$ cat config.mk
export PLATFORM = sky130hd
export DESIGN_NAME = addsub_rr_arbiter_flat
export DESIGN_NICKNAME = d
export VERILOG_FILES = /design/src/rtl/addsub_rr_arbiter_if.sv /design/src/rtl/addsub_rr_arbiter.sv /design/src/flat_wrapper.sv
export SDC_FILE = /design/constraint.sdc
export NUM_CORES = 1
export LEC_CHECK = 0
export ABC_AREA = 1
export BUFFER_PORTS_ARGS = -buffer_cell sky130_fd_sc_hd__buf_2
export CORE_MARGIN = 4
export CORE_UTILIZATION = 31
export CTS_CLUSTER_SIZE = 24
export DETAILED_ROUTE_END_ITERATION = 12
export PLACE_DENSITY_LB_ADDON = 0.3
export SLEW_MARGIN = 20
export SYNTH_ARGS = -nofsm -noshare
export SYNTH_HDL_FRONTEND = slang
export SYNTH_SLANG_ARGS = --single-unit
$ cat constraint.sdc
create_clock -name clk -period 4.86 [get_ports clk]
set_input_delay 0.243 -clock clk [delete_from_list [all_inputs] [get_ports clk]]
set_output_delay 0.243 -clock clk [all_outputs]
set_load 0.05 [all_outputs]
$ cat src/rtl/addsub_rr_arbiter_if.sv
// Handshake bundle between two operand requesters, the shared add/sub
// arbiter and the result consumer.
interface addsub_rr_arbiter_if #(
    parameter int OVF_W = 8
);
    logic             req0_valid;
    logic             req0_ready;
    logic [3:0]       req0_a;
    logic [3:0]       req0_b;
    logic             req0_m;
    logic             req1_valid;
    logic             req1_ready;
    logic [3:0]       req1_a;
    logic [3:0]       req1_b;
    logic             req1_m;
    logic             res_valid;
    logic             res_ready;
    logic             res_id;
    logic [3:0]       res_s;
    logic             res_c;
    logic             res_v;
    logic [OVF_W-1:0] ovf_cnt;
    logic             ovf_clr;

    // Arbiter side
    modport slave (
        input  req0_valid, req0_a, req0_b, req0_m,
        input  req1_valid, req1_a, req1_b, req1_m,
        input  res_ready, ovf_clr,
        output req0_ready, req1_ready,
        output res_valid, res_id, res_s, res_c, res_v, ovf_cnt
    );

    // Requester / consumer side
    modport master (
        output req0_valid, req0_a, req0_b, req0_m,
        output req1_valid, req1_a, req1_b, req1_m,
        output res_ready, ovf_clr,
        input  req0_ready, req1_ready,
        input  res_valid, res_id, res_s, res_c, res_v, ovf_cnt
    );
endinterface

$ cat src/rtl/addsub_rr_arbiter.sv
// Two requesters share one 4-bit add/sub datapath through a round-robin
// (or fixed-priority) arbiter. One-entry result register with valid/ready,
// plus a saturating counter of signed overflows.
module addsub_rr_arbiter #(
    parameter int INIT_PRIO = 0,
    parameter int RR_EN     = 1,
    parameter int OVF_W     = 8
) (
    input  logic                 clk,
    input  logic                 rst_n,
    addsub_rr_arbiter_if.slave   bus
);
    typedef enum logic {
        ST_EMPTY = 1'b0,
        ST_FULL  = 1'b1
    } state_t;

    state_t           state_r;
    logic             prio_r;
    logic             res_id_r;
    logic [3:0]       res_s_r;
    logic             res_c_r;
    logic             res_v_r;
    logic [OVF_W-1:0] ovf_cnt_r;

    logic             can_accept_s;
    logic             gnt0_s;
    logic             gnt1_s;
    logic             gnt_s;
    logic [3:0]       op_a_s;
    logic [3:0]       op_b_s;
    logic             op_m_s;
    logic [3:0]       alu_s_s;
    logic             alu_c_s;
    logic             alu_v_s;

    // The output slot can take a new result when empty or being drained now.
    assign can_accept_s = (state_r == ST_EMPTY) | bus.res_ready;
    assign gnt_s        = gnt0_s | gnt1_s;

    // Pick the winner among valid requesters; prio breaks ties.
    always_comb begin
        gnt0_s = 1'b0;
        gnt1_s = 1'b0;
        if (can_accept_s) begin
            case ({bus.req1_valid, bus.req0_valid})
                2'b01:   gnt0_s = 1'b1;
                2'b10:   gnt1_s = 1'b1;
                2'b11: begin
                    if (prio_r) begin
                        gnt1_s = 1'b1;
                    end else begin
                        gnt0_s = 1'b1;
                    end
                end
                default: begin
                    gnt0_s = 1'b0;
                    gnt1_s = 1'b0;
                end
            endcase
        end else begin
            gnt0_s = 1'b0;
            gnt1_s = 1'b0;
        end
    end

    // Steer the winner's operands onto the shared datapath.
    always_comb begin
        op_a_s = bus.req0_a;
        op_b_s = bus.req0_b;
        op_m_s = bus.req0_m;
        if (gnt1_s) begin
            op_a_s = bus.req1_a;
            op_b_s = bus.req1_b;
            op_m_s = bus.req1_m;
        end else begin
            op_a_s = bus.req0_a;
            op_b_s = bus.req0_b;
            op_m_s = bus.req0_m;
        end
    end

    bit_4_addsub u_addsub (
        .a (op_a_s),
        .b (op_b_s),
        .m (op_m_s),
        .s (alu_s_s),
        .c (alu_c_s),
        .v (alu_v_s)
    );

    // Output-stage FSM and result register.
    always_ff @(posedge clk or negedge rst_n) begin
        if (!rst_n) begin
            state_r  <= ST_EMPTY;
            res_id_r <= 1'b0;
            res_s_r  <= 4'h0;
            res_c_r  <= 1'b0;
            res_v_r  <= 1'b0;
        end else begin
            if (gnt_s) begin
                res_id_r <= gnt1_s;
                res_s_r  <= alu_s_s;
                res_c_r  <= alu_c_s;
                res_v_r  <= alu_v_s;
            end else begin
                res_id_r <= res_id_r;
                res_s_r  <= res_s_r;
                res_c_r  <= res_c_r;
                res_v_r  <= res_v_r;
            end
            case (state_r)
                ST_EMPTY: state_r <= gnt_s ? ST_FULL : ST_EMPTY;
                ST_FULL:  state_r <= (bus.res_ready && !gnt_s) ? ST_EMPTY : ST_FULL;
                default:  state_r <= ST_EMPTY;
            endcase
        end
    end

    // Priority pointer: hand priority to the other requester after each grant.
    always_ff @(posedge clk or negedge rst_n) begin
        if (!rst_n) begin
            prio_r <= INIT_PRIO[0];
        end else if ((RR_EN != 0) && gnt_s) begin
            prio_r <= gnt0_s;
        end else begin
            prio_r <= prio_r;
        end
    end

    // Saturating overflow counter; clear wins over a same-cycle increment.
    always_ff @(posedge clk or negedge rst_n) begin
        if (!rst_n) begin
            ovf_cnt_r <= {OVF_W{1'b0}};
        end else if (bus.ovf_clr) begin
            ovf_cnt_r <= {OVF_W{1'b0}};
        end else if (gnt_s && alu_v_s && (ovf_cnt_r != {OVF_W{1'b1}})) begin
            ovf_cnt_r <= ovf_cnt_r + {{(OVF_W-1){1'b0}}, 1'b1};
        end else begin
            ovf_cnt_r <= ovf_cnt_r;
        end
    end

    assign bus.req0_ready = gnt0_s;
    assign bus.req1_ready = gnt1_s;
    assign bus.res_valid  = (state_r == ST_FULL);
    assign bus.res_id     = res_id_r;
    assign bus.res_s      = res_s_r;
    assign bus.res_c      = res_c_r;
    assign bus.res_v      = res_v_r;
    assign bus.ovf_cnt    = ovf_cnt_r;
endmodule

// 4-bit adder/subtractor: M=0 -> A+B, M=1 -> A-B (A + ~B + 1).
// C is the raw carry out (1 = no borrow on subtract), V is signed overflow.
module bit_4_addsub (
    input  logic [3:0] a,
    input  logic [3:0] b,
    input  logic       m,
    output logic [3:0] s,
    output logic       c,
    output logic       v
);
    logic [3:0] b_x_s;
    logic [4:0] sum_s;

    assign b_x_s = b ^ {4{m}};
    assign sum_s = {1'b0, a} + {1'b0, b_x_s} + {4'b0000, m};
    assign s     = sum_s[3:0];
    assign c     = sum_s[4];
    assign v     = (a[3] == b_x_s[3]) && (sum_s[3] != a[3]);
endmodule

$ cat src/flat_wrapper.sv
// flat-port wrapper written by rule: the top's interface ports become plain ports
module addsub_rr_arbiter_flat 
#(
    parameter int INIT_PRIO = 0,
    parameter int RR_EN     = 1,
    parameter int OVF_W     = 8
)
  (clk, rst_n, bus_req0_valid, bus_req0_a, bus_req0_b, bus_req0_m, bus_req1_valid, bus_req1_a, bus_req1_b, bus_req1_m, bus_res_ready, bus_ovf_clr, bus_req0_ready, bus_req1_ready, bus_res_valid, bus_res_id, bus_res_s, bus_res_c, bus_res_v, bus_ovf_cnt);
  addsub_rr_arbiter_if #(.OVF_W(OVF_W)) bus_i ();
  input  logic clk;
  input  logic rst_n;
  input wire logic [$bits(bus_i.req0_valid)-1:0] bus_req0_valid;
  input wire logic [$bits(bus_i.req0_a)-1:0] bus_req0_a;
  input wire logic [$bits(bus_i.req0_b)-1:0] bus_req0_b;
  input wire logic [$bits(bus_i.req0_m)-1:0] bus_req0_m;
  input wire logic [$bits(bus_i.req1_valid)-1:0] bus_req1_valid;
  input wire logic [$bits(bus_i.req1_a)-1:0] bus_req1_a;
  input wire logic [$bits(bus_i.req1_b)-1:0] bus_req1_b;
  input wire logic [$bits(bus_i.req1_m)-1:0] bus_req1_m;
  input wire logic [$bits(bus_i.res_ready)-1:0] bus_res_ready;
  input wire logic [$bits(bus_i.ovf_clr)-1:0] bus_ovf_clr;
  output wire logic [$bits(bus_i.req0_ready)-1:0] bus_req0_ready;
  output wire logic [$bits(bus_i.req1_ready)-1:0] bus_req1_ready;
  output wire logic [$bits(bus_i.res_valid)-1:0] bus_res_valid;
  output wire logic [$bits(bus_i.res_id)-1:0] bus_res_id;
  output wire logic [$bits(bus_i.res_s)-1:0] bus_res_s;
  output wire logic [$bits(bus_i.res_c)-1:0] bus_res_c;
  output wire logic [$bits(bus_i.res_v)-1:0] bus_res_v;
  output wire logic [$bits(bus_i.ovf_cnt)-1:0] bus_ovf_cnt;
  assign bus_i.req0_valid = bus_req0_valid;
  assign bus_i.req0_a = bus_req0_a;
  assign bus_i.req0_b = bus_req0_b;
  assign bus_i.req0_m = bus_req0_m;
  assign bus_i.req1_valid = bus_req1_valid;
  assign bus_i.req1_a = bus_req1_a;
  assign bus_i.req1_b = bus_req1_b;
  assign bus_i.req1_m = bus_req1_m;
  assign bus_i.res_ready = bus_res_ready;
  assign bus_i.ovf_clr = bus_ovf_clr;
  assign bus_req0_ready = bus_i.req0_ready;
  assign bus_req1_ready = bus_i.req1_ready;
  assign bus_res_valid = bus_i.res_valid;
  assign bus_res_id = bus_i.res_id;
  assign bus_res_s = bus_i.res_s;
  assign bus_res_c = bus_i.res_c;
  assign bus_res_v = bus_i.res_v;
  assign bus_ovf_cnt = bus_i.ovf_cnt;
  addsub_rr_arbiter #(.INIT_PRIO(INIT_PRIO), .RR_EN(RR_EN), .OVF_W(OVF_W)) u_core (.clk(clk), .rst_n(rst_n), .bus(bus_i));
endmodule
==> run metrics, run 1 <==
met3 wire length between 150 and 200 um; slew margin rel. 0.747; HP Class input pin to register; Sink Count 17; final setup fails 0; CP startpoint kind register; Synth Cell Area ~1200 um2; Core Area around 3700 um2; hpwl dp between 2000 and 2500 um; n_diodes 0; non-filler instance count after layout 251; area grow syn2layout 25.4%; vias per cell approximately 4.5; Iteration-0 DRC Markers between 50 and 60; DRT Wirelength between 2000 and 3000 um; pin count of the biggest net entering global routing 18; Worst-Skew Late Latency 250 ps; Die Area ~5000 um2; Mapped Nets around 190; Initial Util 0.325; vias in the first global route about 1100; synthesized area per cell approximately 7.6 um2; # IOs 42; fin crit share 0.518; Post-Syn Instances between 150 and 200; wl on met1 roughly 1300 um; RSZ-0062 raised after global routing false; Top Metal Used met4; Layout Utilization 0.407; Seq cells post-synth 17; Ys Warns 0; run status finished clean; Final Hold Vio Count 0; CP Capture Type register; EDFF count, synth 0; Tmin final roughly 2500 ps; DR WL/cell around 11 um; Final Max Slew Viols 0; via count about 1100; share of cells above drive strength 1 0.300; Die Wd between 70 and 80 um; distinct cell type count after synthesis 30; power density over the cells 448 nW/um2; TritonCTS Buffers 3; Worst Tran Pin Value between 300 and 400 ps; depth of the CTS H-tree 1; Clock transition at path regs approximately 60 ps; setup tns final 0 ps; sequential share of the synthesized area 0.353; post-CTS setup buffer count 0; 1st-pass router iterations 4; CTS resizes 0; maximum clock path buffer count 2; leakage roughly 0.86 nW; Top FF cell, synth dfrtp_1; fmax roughly 0.4 GHz; global-route wire length before repair slightly below 5000 um; initial antenna violation count 0; CP Data Arrival Time approximately 2700 ps; Layout Skew 0.753 ps; Die Y just over 70 um; WL met2 approximately 1200 um; gr usage total 0.120; critical path class register to register; final net count 233; most frequent cells in the layout nand2_1, buf_2, dfrtp_1, inv_1, nand3_1; row cnt 22; VDD IR max 0.000233 V; WP data required about 5000 ps; crit path max fanout 15; DRT antenna net count 0; total power 0.000678 W; Synth async-reset ratio 1.00; DRC 0; # hold bufs at CTS 1; commonest non-fill, non-tap cell in the layout nand2_1; Clock Tree Root clkbuf_8; maxcap violations 0; Port Buf Inserts 41; Setup WS pre-CTS ~2300 ps; gpl congestion about 0.81; min setup slack post-route 2340 ps; TritonCTS clock tree done; global route total overflow 0; DP Cell Count about 250
-- synth_stat cells, drive strengths merged, types with 2 or more instances --
master / instances / area share
dfrtp: 17 / 0.35
nor2: 10 / 0.037
nand2: 60 / 0.22
nand4: 6 / 0.031
xnor2: 3 / 0.022
inv: 18 / 0.056
ha: 4 / 0.041
xor2: 6 / 0.044
o21ai: 7 / 0.029
nand3: 14 / 0.073
a21oi: 2 / 0.0083
-- per-stage QoR --
step           hold WS (ps)  cell area (um2)
2_1_floorplan         -52.6             1210
3_3_place_gp            191             1460
3_5_place_dp            189             1460
4_1_cts                 331             1510
5_1_grt                 343             1510
6_report                334             1510
-- critical path: stages, from the launching register on --
cell and delay (ps):
dfrtp_1 380, nand2_2 140, nand3_2 280, mux2i_1 260
xor2_1 270, inv_1 80, ha_1 290, nand2_1 60
inv_1 40, nand2_2 70, nand2_2 60, nand2_1 70
nand2_2 70, nand3_4 110, nand2_4 90, nand2_1 80
nand2_1 50
-- where the power goes --
group          internal, W  total, W  switching [W]
logic             0.000103  0.000370       0.000266
clock network    0.0000568  0.000102      0.0000451
registers         0.000179  0.000206      0.0000272
total             0.000339  0.000678       0.000339
-- worst paths after layout --
check / from / endpoint / slack (ps) / cells past startpoint
worst max-delay path: u_core.bus.res_valid$_DFF_PN0_ / u_core.bus.ovf_cnt[5]$_DFFE_PN0P_ / 2340 / 16
worst min-delay path: bus_res_ready / u_core.bus.res_valid$_DFF_PN0_ / 330 / 4
worst max register to register: u_core.bus.res_valid$_DFF_PN0_ / u_core.bus.ovf_cnt[5]$_DFFE_PN0P_ / 2340 / 16
worst min register to register: u_core.bus.res_s[0]$_DFFE_PN0P_ / u_core.bus.res_s[0]$_DFFE_PN0P_ / 490 / 2
max in group asynchronous: rst_n / u_core.bus.res_v$_DFFE_PN0P_ / 4140 / 2
min in group asynchronous: rst_n / u_core.bus.ovf_cnt[4]$_DFFE_PN0P_ / 450 / 2
-- sequential cells by signal (all words and copies together) (netlist names) --
register	count
u_core.bus.ovf_cnt	8
u_core.bus.res_s	4
u_core.bus.res_c	1
u_core.bus.res_id	1
u_core.bus.res_v	1
u_core.bus.res_valid	1
u_core.prio_r	1
-- cells by family after synthesis --
group           share of synthesized area
simple gates                        0.380
buf+inv                            0.0716
flops                               0.353
compound gates                     0.0643
xor+xnor                           0.0654
fa+ha+maj                          0.0581
mux                               0.00830
-- area by class of cell --
cell class / instances / area, um2
fill: 402 / 2200
multi-input combinational: 121 / 694
sequential: 17 / 425
timing repair buffer: 42 / 215
inverter: 19 / 71.3
tap: 48 / 60.1
clock buffer: 3 / 41.3
clock inverter: 1 / 5.00
-- routing by layer --
layer / up-vias / global-route usage
li1: 602 / -
met2: 29 / 0.181
met1: 505 / 0.164
met5: - / 0
met3: 2 / 0.0374
met4: 0 / 0.0383
Note: power is estimated with default switching activity, not from simulation.
==> run 2, diff against run 1 <==
==> constraint.sdc (replaced) <==
create_clock -name clk -period 2.28 [get_ports clk]
set_input_delay 0.114 -clock clk [delete_from_list [all_inputs] [get_ports clk]]
set_output_delay 0.114 -clock clk [all_outputs]
set_load 0.05 [all_outputs]
==> run 2 against run 1 <==
  * Critical path depth increased by 2
  * Non-clock buffer count grew 14
  * Combinational power rose to 2.5 times the previous value
  * Cell count rose by 6.4%
  * Global-route usage shrank 0.41 points
  * Setup slack got worse by 2300 ps
  * Flip-flop and latch count stayed put
  * Clock power grew 120%
  * Maximum frequency grew 10%
  * Power grew 140%
  * Clock skew about the same
  * Register-to-register slack got worse by 2300 ps
==> run metrics, run 2 (synthesis gave the netlist of run 1 again) <==
# IOs 42; Sink Count 17; DR WL/cell 11.7 um; global route total overflow 0; maxcap violations 0; Core Area between 3000 and 4000 um2; CP Data Arrival Time around 2500 ps; power density over the cells approximately 940 nW/um2; vias in the first global route 1156; fin crit share 1.00; leakage around 0.93 nW; initial antenna violation count 0; final net count around 250; vias per cell about 4.6; gpl congestion 0.857; final hold slack roughly 240 ps; Worst Tran Pin Value 402 ps; hpwl dp 2270 um; crit path max fanout 8; CP max-delay cell dfrtp_1; Layout Skew 1.10 ps; row cnt 22; cell area after layout 1700 um2; Tmin final around 2300 ps; delay-heaviest family, CP simple AND/OR/NAND/NOR gates; global-route wire length before repair just under 5000 um; Port Buf Inserts 41; TritonCTS clock tree done; most frequent cells in the layout nand2_1, buf_2, dfrtp_1, inv_1, buf_4; final setup fails 0; Initial Util 0.325; Clock transition at path regs roughly 70 ps; Die Y between 70 and 80 um; RSZ-0062 raised after global routing true; n_diodes 0; area grow syn2layout 40.6%; Clock Tree Root clkbuf_8; Switching Fraction 0.491; Die Wd roughly 70 um; via count ~1200; TritonCTS Buffers 3; commonest non-fill, non-tap cell in the layout nand2_1; HP Class input pin to register; crit-path cells inv_2 -> nand2_4 -> nand3_4 -> clkinvlp_4 -> nand2_1 -> nand2_1 -> xor2_1 -> ha_1 -> nand2_1 -> inv_2 -> nand2_2 -> nand2_2 -> nand2_2 -> nand2_4 -> nand3_4 -> nand2_8 -> nand2_2 -> nand2_2; Internal 0.000812 W; Iteration-0 DRC Markers 58; CP max stage delay about 400 ps; combinational share of power 0.582; WP data required 2470 ps; pin count of the biggest net entering global routing 18; Largest register FFs 8; crit path buf inv count 3; final-layout fill cell count ~400; VDD IR max about 0.00035 V; Placed Instance Area around 1500 um2; DRC 0; DRT Wirelength around 3100 um; Psw 0.000783 W; DRT antenna net count 0; maximum clock path buffer count 2; share of cells above drive strength 1 0.402; CP startpoint kind register; Die Area a little under 5000 um2; slew margin rel. 0.732; clock network power share 0.140; depth of the CTS H-tree 1; 1st-pass router iterations 4; Seq pwr share 0.278; fmax around 0.44 GHz; CP Capture Type register; most used cell, CP nand2_2; gr usage total 0.116; critical path class register to register; run status finished clean; Final Hold Vio Count 0; Worst-Skew Late Latency around 250 ps; Final Max Slew Viols 0
-- run 2: changes by cell type in the layout (fill, tap and decap cells not counted), moves of 2 or more --
cell / previous run / this run
o21ai_1: 1 / 3
o21ai_0: 6 / 4
buf_4: 0 / 14
inv_1: 16 / 14
nand3_2: 1 / 3
nand2_2: 8 / 11
nand2_1: 49 / 44
-- run 2: layout make-up --
class,instances,area [um2],share of cell area
Clock buffer,4,45.0,0.0266
Tap cell,48,60.1,0.0354
Inverter,19,75.1,0.0443
Timing Repair Buffer,56,320,0.189
Sequential cell,17,427,0.252
Multi-Input combinational cell,123,768,0.453
-- run 2: path summary, 6_finish.rpt --
check | from | to | slack (ps) | cells past startpoint
max | u_core.prio_r$_DFFE_PN0P_ | u_core.bus.ovf_cnt[4]$_DFFE_PN0P_ | 0.4 | 18
min | bus_ovf_clr | u_core.bus.ovf_cnt[1]$_DFFE_PN0P_ | 240 | 4
max reg2reg | u_core.prio_r$_DFFE_PN0P_ | u_core.bus.ovf_cnt[4]$_DFFE_PN0P_ | 0.4 | 18
min reg2reg | u_core.bus.res_s[2]$_DFFE_PN0P_ | u_core.bus.res_s[2]$_DFFE_PN0P_ | 490 | 2
max in group asynchronous | rst_n | u_core.bus.res_valid$_DFF_PN0_ | 1650 | 2
min in group asynchronous | rst_n | u_core.bus.ovf_cnt[0]$_DFFE_PN0P_ | 320 | 2
-- run 2: tightest hold or removal path, stage by stage --
cell     delay (ps)
buf_2           180
nor2_1           70
nand2_1          50
nand2_1          40
-- run 2: power groups by stage --
stage	registers, W	clock network, W	logic (W)
after floorplan	0.000706	0	0.000369
after global placement	0.000448	0	0.000832
after detailed placement	0.000451	0	0.000834
after CTS	0.000444	0.000231	0.000856
after global routing	0.000453	0.000240	0.00101
final	0.000443	0.000224	0.000928
-- run 2: metrics by stage --
| stage | worst slack [ps] | util | instances | TNS (ps) | total power (W) |
|---|---|---|---|---|---|
| 2_1_floorplan | -297 | - | 159 | -2640 | 0.00108 |
| 3_5_place_dp | -18.0 | 0.408 | 251 | -79.5 | 0.00128 |
| 3_3_place_gp | 20.9 | 0.408 | 251 | 0 | 0.00128 |
| 5_1_grt | -244 | 0.456 | 267 | -2010 | 0.00170 |
| 4_1_cts | 10.8 | 0.427 | 258 | 0 | 0.00153 |
| 6_report | 0.387 | 0.456 | 267 | 0 | 0.00160 |
-- run 2: layer usage --
metal | vias up | share of wire | global-route usage
met1 | 549 | 0.43 | 0.153
met4 | 0 | 0.0035 | 0.0319
met3 | 2 | 0.070 | 0.0388
met5 | - | 0 | 0
met2 | 34 | 0.49 | 0.181
li1 | 641 | - | -
-- run 2: what timing repair did --
item                                    4_1_cts  5_1_grt
endpoints found under the hold margin        17        0
hold buffers                                  1        0
cloned                                        0        2
endpoints found under the setup margin        8       10
pin swaps                                     3        7
buffers inserted                              2        7
resized for setup                             0       12
